**src/rtl/alu_sequencer.sv**
```systemverilog
// ALU front-panel sequencer: walks the operator through loading operands and
// an opcode, fires the ALU, then shows the result or flags an error.
module alu_sequencer #(
  parameter int unsigned DATA_W  = 8,
  parameter int unsigned OP_W    = 4,
  parameter int unsigned MAX_OP  = 11,
  parameter int unsigned TIMEOUT = 16
) (
  input  logic              Clk,
  input  logic              Reset,
  input  logic              Btn_next,
  input  logic              Btn_back,
  input  logic [DATA_W-1:0] Sw,
  input  logic [DATA_W-1:0] Alu_result,
  input  logic              Alu_done,
  output logic [DATA_W-1:0] Op_a,
  output logic [DATA_W-1:0] Op_b,
  output logic [OP_W-1:0]   Opcode,
  output logic              Alu_start,
  output logic [DATA_W-1:0] Result_q,
  output logic              Done,
  output logic              Error,
  output logic [2:0]        State_code
);

  localparam int unsigned     CntW    = $clog2(TIMEOUT + 1);
  localparam logic [CntW-1:0] CntLast = CntW'(TIMEOUT - 1);
  localparam logic [CntW-1:0] CntOne  = CntW'(1);
  localparam logic [OP_W-1:0] OpMax   = OP_W'(MAX_OP);

  typedef enum logic [2:0] {
    StIdle  = 3'd0,
    StLoadA = 3'd1,
    StLoadB = 3'd2,
    StLoadOp = 3'd3,
    StExec  = 3'd4,
    StWait  = 3'd5,
    StShow  = 3'd6,
    StErr   = 3'd7
  } state_e;

  state_e          state_q;
  logic            next_prev_q;
  logic            back_prev_q;
  logic [CntW-1:0] wait_cnt_q;

  logic next_rise;
  logic back_rise;
  logic next_press;
  logic back_press;

  // Rising-edge press detection; simultaneous presses cancel each other out.
  always_comb begin
    next_rise  = Btn_next & ~next_prev_q;
    back_rise  = Btn_back & ~back_prev_q;
    next_press = next_rise & ~back_rise;
    back_press = back_rise & ~next_rise;
  end

  // Previous-level registers reset high so a button held through reset is not a press.
  always_ff @(posedge Clk or posedge Reset) begin
    if (Reset) begin
      next_prev_q <= 1'b1;
      back_prev_q <= 1'b1;
    end else begin
      next_prev_q <= Btn_next;
      back_prev_q <= Btn_back;
    end
  end

  // Sequencer FSM with all outputs registered alongside the state.
  always_ff @(posedge Clk or posedge Reset) begin
    if (Reset) begin
      state_q    <= StIdle;
      Op_a       <= '0;
      Op_b       <= '0;
      Opcode     <= '0;
      Alu_start  <= 1'b0;
      Result_q   <= '0;
      Done       <= 1'b0;
      Error      <= 1'b0;
      wait_cnt_q <= '0;
    end else begin
      Alu_start <= 1'b0;
      case (state_q)
        StIdle: begin
          if (next_press) state_q <= StLoadA;
        end
        StLoadA: begin
          if (next_press) begin
            Op_a    <= Sw;
            state_q <= StLoadB;
          end
        end
        StLoadB: begin
          if (next_press) begin
            Op_b    <= Sw;
            state_q <= StLoadOp;
          end else if (back_press) begin
            state_q <= StLoadA;
          end
        end
        StLoadOp: begin
          if (next_press) begin
            Opcode <= Sw[OP_W-1:0];
            if (Sw[OP_W-1:0] > OpMax) begin
              Error   <= 1'b1;
              state_q <= StErr;
            end else begin
              // Start is high exactly while the FSM sits in EXEC.
              Alu_start <= 1'b1;
              state_q   <= StExec;
            end
          end else if (back_press) begin
            state_q <= StLoadB;
          end
        end
        StExec: begin
          wait_cnt_q <= '0;
          state_q    <= StWait;
        end
        StWait: begin
          // Done takes priority over a timeout landing on the same cycle.
          if (Alu_done) begin
            Result_q <= Alu_result;
            Done     <= 1'b1;
            state_q  <= StShow;
          end else if (wait_cnt_q == CntLast) begin
            Error   <= 1'b1;
            state_q <= StErr;
          end else begin
            wait_cnt_q <= wait_cnt_q + CntOne;
          end
        end
        StShow: begin
          if (next_press) begin
            Done    <= 1'b0;
            state_q <= StLoadA;
          end
        end
        StErr: begin
          if (next_press) begin
            Error    <= 1'b0;
            Op_a     <= '0;
            Op_b     <= '0;
            Opcode   <= '0;
            Result_q <= '0;
            state_q  <= StIdle;
          end
        end
        default: state_q <= StIdle;
      endcase
    end
  end

  assign State_code = state_q;

endmodule

```
**config.mk**
```make
export PLATFORM = sky130hd
export DESIGN_NAME = alu_sequencer
export DESIGN_NICKNAME = d
export VERILOG_FILES = /design/src/rtl/alu_sequencer.sv
export SDC_FILE = /design/constraint.sdc
export NUM_CORES = 1
export LEC_CHECK = 0
export ABC_AREA = 1
export CAP_MARGIN = 0
export CORE_AREA = 4 4 90 92
export DETAILED_ROUTE_END_ITERATION = 12
export DIE_AREA = 0 0 94 96
export SETUP_SLACK_MARGIN = 0.3
export SKIP_LAST_GASP = 1
export SYNTH_ARGS = -nofsm -noshare
export SYNTH_HDL_FRONTEND = slang
export SYNTH_SLANG_ARGS = --single-unit
```
**constraint.sdc**
```tcl
create_clock -name Clk -period 1.7 [get_ports Clk]
set_clock_uncertainty 0.15 [all_clocks]
set_input_delay 0.17 -clock Clk [delete_from_list [all_inputs] [get_ports Clk]]
set_output_delay 0.17 -clock Clk [all_outputs]
set_load 0.01 [all_outputs]
```
==> impl_results.md, run 1 <==
- Crit-path max FO: 5
- Crit path launch type: flop
- DR DRC count: 0
- Combinational share of power: 45.6%
- Num CTS Buffers: 5
- Vias per cell: 4.43
- Drt total wl: about 5300 um
- N_diodes: 0
- Pwr Density: 1330 nW/um2
- Initial antenna violation count: 0
- Synth top area cells: dfrtp_1 54%, nand2_1 12%, nand3_1 7.2%, nor2_1 4.6%, o21ai_0 3.1%
- Antenna viol nets, final: 0
- F_max: 614 MHz
- Critical R2R Launch: back_prev_q
- Fillers: 749
- Tot Pwr: 4.06 mW
- Worst r2r dst: State_code[1]
- CTS clk-pin slew, worst paths: 80 ps
- Peak VDD IR: 0.582 mV
- Core area: a little over 7000 um2
- Final Wtd Congestion: 0.790
- RSZ-0062 raised after global routing: true
- Most common cell on crit path: nand3_1
- Worst path required time: 1790 ps
- Largest family of logic cells by synthesized area: simple AND/OR/NAND/NOR gates
- Count of final hold-check violations: 0
- Worst Hold Class: in -> async
- H-tree Lvls: 2
- Drt first pass iters: 4
- CTS Root Cell: clkbuf_8
- Ys Warns: 0
- Cell count after synthesis: ~210
- Crit path kind: reg -> reg
- Syn_nets: between 200 and 250
- Crit path max-delay cell type: dfstp_2
- Post-synthesis adder-cell area fraction: 2.08%
- Hpwl dp: 3540 um
- Dpl ws: -231 ps
- Share of layout cells above drive strength 1: 30.7%
- CP peak stage delay: 530 ps
- Post-route core utilization: 42.2%
- Compound-gate portion of the synthesized area: 8.20%
- CTS tree: done
- CP endpoint kind: flop
- Die Span Y: 96 um
- First-pass GRT wire length: around 8000 um
- Max Cap Viol: 0
- Wire length per cell: between 10 and 15 um
- Die Wd: 94 um
- CP Cell Sequence: inv_2 > nand2_2 > ha_4 > inv_6 > nor2_4 > buf_12 > nand2_8 > nand3_1 > nand3_1 > nand2_1
- Leakage: 1.48 nW
- DR iter-0 viols: 53
- R2R cell count: 10
- CTS Sinks: 41
- Worst EP arrival: 1710 ps
- Normalized max-slew margin: 56.8%
- Hold_buf cts: 0
- Worst-Margin Slew: 644 ps
- Final WS setup: 71.0 ps
- Initial Util: roughly 25%
- Reg power frac: a little under two fifths
- Switching share of power: 37.2%
- Seq/Total Area, Yosys: a little under three fifths
- Psw: 1.51 mW
- Clock buffer depth: 2
- Multiplexer share of the synthesized area: 0%
- Count of input and output buffers: 54
- Yosys reg bits: 41
- Flip-flop and latch area: 1030 um2
- Multi-input gate area: 966 um2
- Pin count of the biggest net entering global routing: 26
- Vias: about 1700
- Vias in the first global route: 1705
- Clk pwr share: 15.9%
- CP delay by family, top: flip-flops
- Tmin final: 1630 ps
- Final setup violation count: 0
- Flop2flop setup slack: about 71 ps
- # IOs: 55
- Final critical-path share of the clock period: 95.8%
- Area grow syn2layout: 68.9%
- Post-Syn Area: 1800 um2
- GRT Overall Usage: 11.4%
- Slew Limit Fails: 0
- Status: complete, no violations
- Post-synthesis simple-gate area fraction: 28.2%
- Final nets: 317
- Int Pwr: 2.55 mW
- Synth area leader: dfrtp_1
- Cell variety after synth: 23
- Share of the synthesized area in the top cell type: 54.2%
- Die footprint: 9020 um2
- Buf+Inv Stages, Crit Path: 3
- Global route total overflow: 0
- Std cell rows: 31
- Worst skew pair latency: 290 ps
- Syn Area/Cell: 8.70 um2
- Xor/xnor share of the synthesized area: 0%
-- power groups by stage --
| stage | Clock [mW] | Sequential (mW) | Combinational [mW] |
|---|---|---|---|
| 3_3_place_gp | 0 | 1.60 | 1.77 |
| 4_1_cts | 0.672 | 1.55 | 1.65 |
| 3_5_place_dp | 0 | 1.59 | 1.80 |
| 5_1_grt | 0.718 | 1.61 | 2.04 |
| 6_report | 0.647 | 1.56 | 1.85 |
| 2_1_floorplan | 0 | 1.75 | 0.615 |
-- per-layer routing --
layer | vias up | GRT usage, % | routed length (um)
met5 | - | 0 | 0
met4 | 0 | 2.89 | 34
met3 | 6 | 3.67 | 297
met2 | 43 | 19.0 | 2540
met1 | 825 | 14.2 | 2380
li1 | 863 | - | -
-- cell type report --
| cell class | count | share of cell area [%] |
|---|---|---|
| Sequential cell | 41 | 33.9 |
| Multi-Input combinational cell | 152 | 31.8 |
| Timing Repair Buffer | 81 | 25.7 |
| Tap cell | 99 | 4.07 |
| Clock buffer | 7 | 2.84 |
| Inverter | 12 | 1.81 |
-- worst max-delay path by stage --
stage / from / end / slack, ps / depth (start not counted)
after global placement: Btn_next / Result_q[1] / -190 / 9
after floorplan: back_prev_q / Op_b[0] / 170 / 9
after global routing: back_prev_q / Opcode[2] / -70 / 9
final: back_prev_q / State_code[1] / 70 / 10
after CTS: back_prev_q / Opcode[1] / 80 / 9
after detailed placement: Btn_next / Result_q[1] / -230 / 9
-- sequential cells by signal, summed over array words and instances, names as in the netlist, 3 cells and up --
register    flops
Op_b            8
State_code      3
wait_cnt_q      5
Op_a            8
Result_q        8
Opcode          4
-- cells in the mapped netlist --
cell type   n
buf_4       1
buf_2       3
nand4_1     2
a21oi_1    10
ha_1        3
dfstp_2     2
inv_2       2
dfrtp_1    39
nand2_2     3
o21ai_1     6
a31oi_1     1
nor2_4      1
o22ai_1     1
inv_1      10
or2_2       1
nor2_1     22
nand3b_1    1
o21ai_0    11
buf_6       1
nor2_2      1
nand2_4     1
nand3_1    26
nand2_1    59
-- cell families after synthesis --
| kind of cell | after synthesis |
|---|---|
| buffers and inverters | 17 |
| and+or+nand+nor | 117 |
| AOI/OAI and AO/OA | 29 |
| DFF | 41 |
| adders and majority gates | 3 |
-- per-stage QoR --
step / cell area (um2) / hold slack (ps) / cells / setup TNS, ps
floorplan: 1870 / 24.5 / 207 / 0
global placement: 2620 / 320 / 368 / -5370
detailed placement: 2620 / 319 / 368 / -6220
CTS: 2750 / 71.6 / 381 / 0
global route: 3040 / 97.0 / 392 / -306
finish: 3040 / 43.0 / 392 / 0
-- layout by cell type (no fill, tap or decap), types with 2 or more instances in the layout --
cell and instances:
nand4_1 2, inv_2 3, buf_4 14, clkdlybuf4s50_1 20
a21oi_1 9, nand2_2 8, buf_12 4, buf_2 2
buf_6 9, inv_1 6, o21ai_1 8, nand3_1 14
nor2_1 15, dlygate4sd2_1 31, nor2_4 8, nand2_8 3
dfstp_2 2, ha_4 2, clkbuf_8 6, inv_6 2
o21ai_0 4, nand2_4 5, o21ai_2 5, dfrtp_1 38
nand2_1 50, nand3_2 11
-- what timing repair did --
action	CTS	global route
endpoints found under the setup margin	72	40
resized for setup	52	47
pin swaps	4	16
setup buffers	5	8
cloned	1	3
No activity file was read; power rests on OpenSTA's default activity.
==> run 2, diff against run 1 <==
- CTS_CLUSTER_DIAMETER: default -> 100
==> results of run 2 <==
Final layout, timing and power as in run 1 (identical DEF).
==> run 3, diff against run 2 <==
- CORE_AREA: 4 4 90 92 -> 4 4 77 79
- DIE_AREA: 0 0 94 96 -> 0 0 81 83
- PLACE_DENSITY: default -> 0.61
- SLEW_MARGIN: default -> 20
==> run 3 against run 2 <==
Non-clock buffer count decreased by 2; cell count decreased by 7.4%; clock power increased by 19%.
==> impl_results.md, run 3 (synthesis gave the netlist of run 1 again) <==
- Status: complete, no violations
- Final setup violation count: 0 (unchanged)
- Die Wd: 81 um (-14%)
- Normalized max-slew margin: 72.7% (+16 points)
- Pin count of the biggest net entering global routing: 42 (+62%)
- CP peak stage delay: 530 ps (about the same)
- Placed insts: 339 (-7.9%)
- Count of final hold-check violations: 0 (unchanged)
- CTS Root Cell: clkbuf_8
- Worst path required time: 1730 ps (-60 ps)
- Die footprint: 6720 um2 (-25%)
- CTS Sinks: 41 (unchanged)
- Commonest non-fill, non-tap cell in the layout: nand2_1
- Final critical-path share of the clock period: 97.8% (+2.0 points)
- DR iter-0 viols: 81 (+53%)
- Post-route core utilization: 56.3% (+14 points)
- Switching share of power: 36.6% (-0.51 points)
- # IOs: 55 (unchanged)
- Worst Hold Class: in -> async
- Design area: 3010 um2 (-1.2%)
- Initial Util: 33.7% (+8.8 points)
- Multi-input gate area: 993 um2 (+2.8%)
- Largest regs: Op_a x8, Op_b x8, Result_q x8
- F_max: 601 MHz (-2.1%)
- Crit path kind: reg -> reg
- N_diodes: 0 (unchanged)
- Flip-flop and latch area: 1030 um2 (unchanged)
- Int Pwr: 2.64 mW (+3.5%)
- Vias: 1689 (-2.8%)
- Fillers: 512 (-32%)
- Initial antenna violation count: 0 (unchanged)
- Crit-path max FO: 8 (+3)
- Leakage: 1.46 nW (-1.4%)
- CP Cell Sequence: inv_2 > nand2_2 > ha_4 > inv_4 > nor2_4 > buf_6 > clkinvlp_4 > nand2_1 > o21ai_0
- First-pass GRT wire length: 8280 um (+2.4%)
- Share of layout cells above drive strength 1: 33.7% (+3.0 points)
- Crit path max-delay cell type: dfstp_2
- Global route total overflow: 0 (unchanged)
- Peak VDD IR: 0.704 mV (+21%)
- Clk pwr share: 18.5% (+2.6 points)
- Pwr Density: 1390 nW/um2 (+3.9%)
- Final nets: 315 (-0.63%)
- Drt total wl: 5050 um (-3.8%)
- Num CTS Buffers: 5 (unchanged)
- Hpwl dp: 3330 um (-5.9%)
- Vias per cell: 4.65 (+5.0%)
- Slew Limit Fails: 0 (unchanged)
- Std cell rows: 27 (-13%)
- H-tree Lvls: 2 (unchanged)
- Tmin final: 1660 ps (+34.2 ps)
- Area grow syn2layout: 66.9%
- Clock buffer depth: 2 (unchanged)
- Die Span Y: 83 um (-14%)
- Psw: 1.53 mW (+1.2%)
- CTS tree: done
- CP delay by family, top: flip-flops
- Worst-Margin Slew: 407 ps (-237 ps)
- Combinational share of power: 43.6% (-2.0 points)
- Final WS setup: 36.8 ps (-34.2 ps)
- Final Non-Filler Cells: 363 (-7.4%)
- Buf+Inv Stages, Crit Path: 4 (+1)
- Worst skew pair latency: 300 ps (about the same)
- CP endpoint kind: flop
- Vias in the first global route: 1723 (+1.1%)
- RSZ-0062 raised after global routing: true
- Drt first pass iters: 4 (unchanged)
- Core area: 5340 um2 (-26%)
- Worst EP arrival: 1690 ps (-20 ps)
- Most frequent cells in the layout: 50 x nand2_1, 38 x dfrtp_1, 32 x dlygate4sd2_1
- Antenna viol nets, final: 0 (unchanged)
- Wire length per cell: 13.9 um (+3.9%)
- Hold WS: 48.8 ps (+5.81 ps)
- Crit path launch type: flop
- Max Cap Viol: 0 (unchanged)
- Placed Area: 2570 um2 (-1.9%)
- GRT Overall Usage: 15.9% (+4.5 points)
- Dpl ws: -209 ps (+22.2 ps)
- Count of input and output buffers: 54 (unchanged)
- Reg power frac: 37.9% (-0.5 points)
- CTS clk-pin slew, worst paths: 80 ps (about the same)
- Final Wtd Congestion: 0.785 (-0.61%)
- DR DRC count: 0 (unchanged)
run 3: cell types whose count changed in the layout (fill, tap and decap cells not counted), moves of 3 or more:
cell | previous run | this run
o21ai_0 | 4 | 1
nand3_2 | 11 | 17
o21ai_1 | 8 | 11
nor2_2 | 1 | 4
nand3_1 | 14 | 8
run 3: area by class of cell:
cell class / count / share of cell area, %
Sequential cell: 41 / 34.3
Multi-Input combinational cell: 152 / 33.1
Timing Repair Buffer: 79 / 24.3
Tap cell: 72 / 3.00
Clock buffer: 5 / 2.29
Inverter: 12 / 1.96
Clock inverter: 2 / 1.17
run 3: worst reg2reg max path, cell delays in order (launching register included):
cell        delay (ps)
dfstp_2            530
inv_2               30
nand2_2             70
ha_4               160
inv_4               50
nor2_4             110
buf_6              120
clkinvlp_4         150
nand2_1            100
o21ai_0             70
run 3: worst paths after layout:
path / from / end / slack [ps] / cells after the start
setup / recovery: back_prev_q / Opcode[1] / 40 / 9
hold / removal: Reset / State_code[2] / 50 / 3
setup reg to reg: back_prev_q / Opcode[1] / 40 / 9
hold reg to reg: Opcode[1] / Opcode[1] / 340 / 2
max in group asynchronous: Reset / next_prev_q / 1070 / 3
min in group Clk: Btn_next / next_prev_q / 160 / 1
run 3: per-stage QoR:
step,power (mW),TNS (ps)
2_1_floorplan,2.36,0
3_3_place_gp,3.34,-4930
3_5_place_dp,3.38,-5650
4_1_cts,4.03,0
5_1_grt,4.48,-196
6_report,4.17,0
run 3: layer usage:
| layer | global-route usage, % | share of wire, % | routed length (um) |
|---|---|---|---|
| met2 | 25.7 | 49 | 2470 |
| met4 | 5.07 | 1.3 | 67 |
| met1 | 20.1 | 43 | 2190 |
| met3 | 4.77 | 6.4 | 321 |
| met5 | 0 | 0 | 0 |
run 3: repair_timing:
| item | 4_1_cts | 5_1_grt |
|---|---|---|
| hold buffers | 0 | 0 |
| cloned | 1 | 2 |
| pin swaps | 4 | 13 |
| resized for setup | 63 | 39 |
| setup endpoints to repair | 72 | 41 |
| buffers inserted | 8 | 6 |
run 3: power groups by stage:
stage	registers (mW)	logic [mW]	clock network, mW
floorplan	1.75	0.615	0
global placement	1.59	1.75	0
detailed placement	1.59	1.78	0
CTS	1.57	1.68	0.786
global route	1.63	2.01	0.836
finish	1.58	1.82	0.769
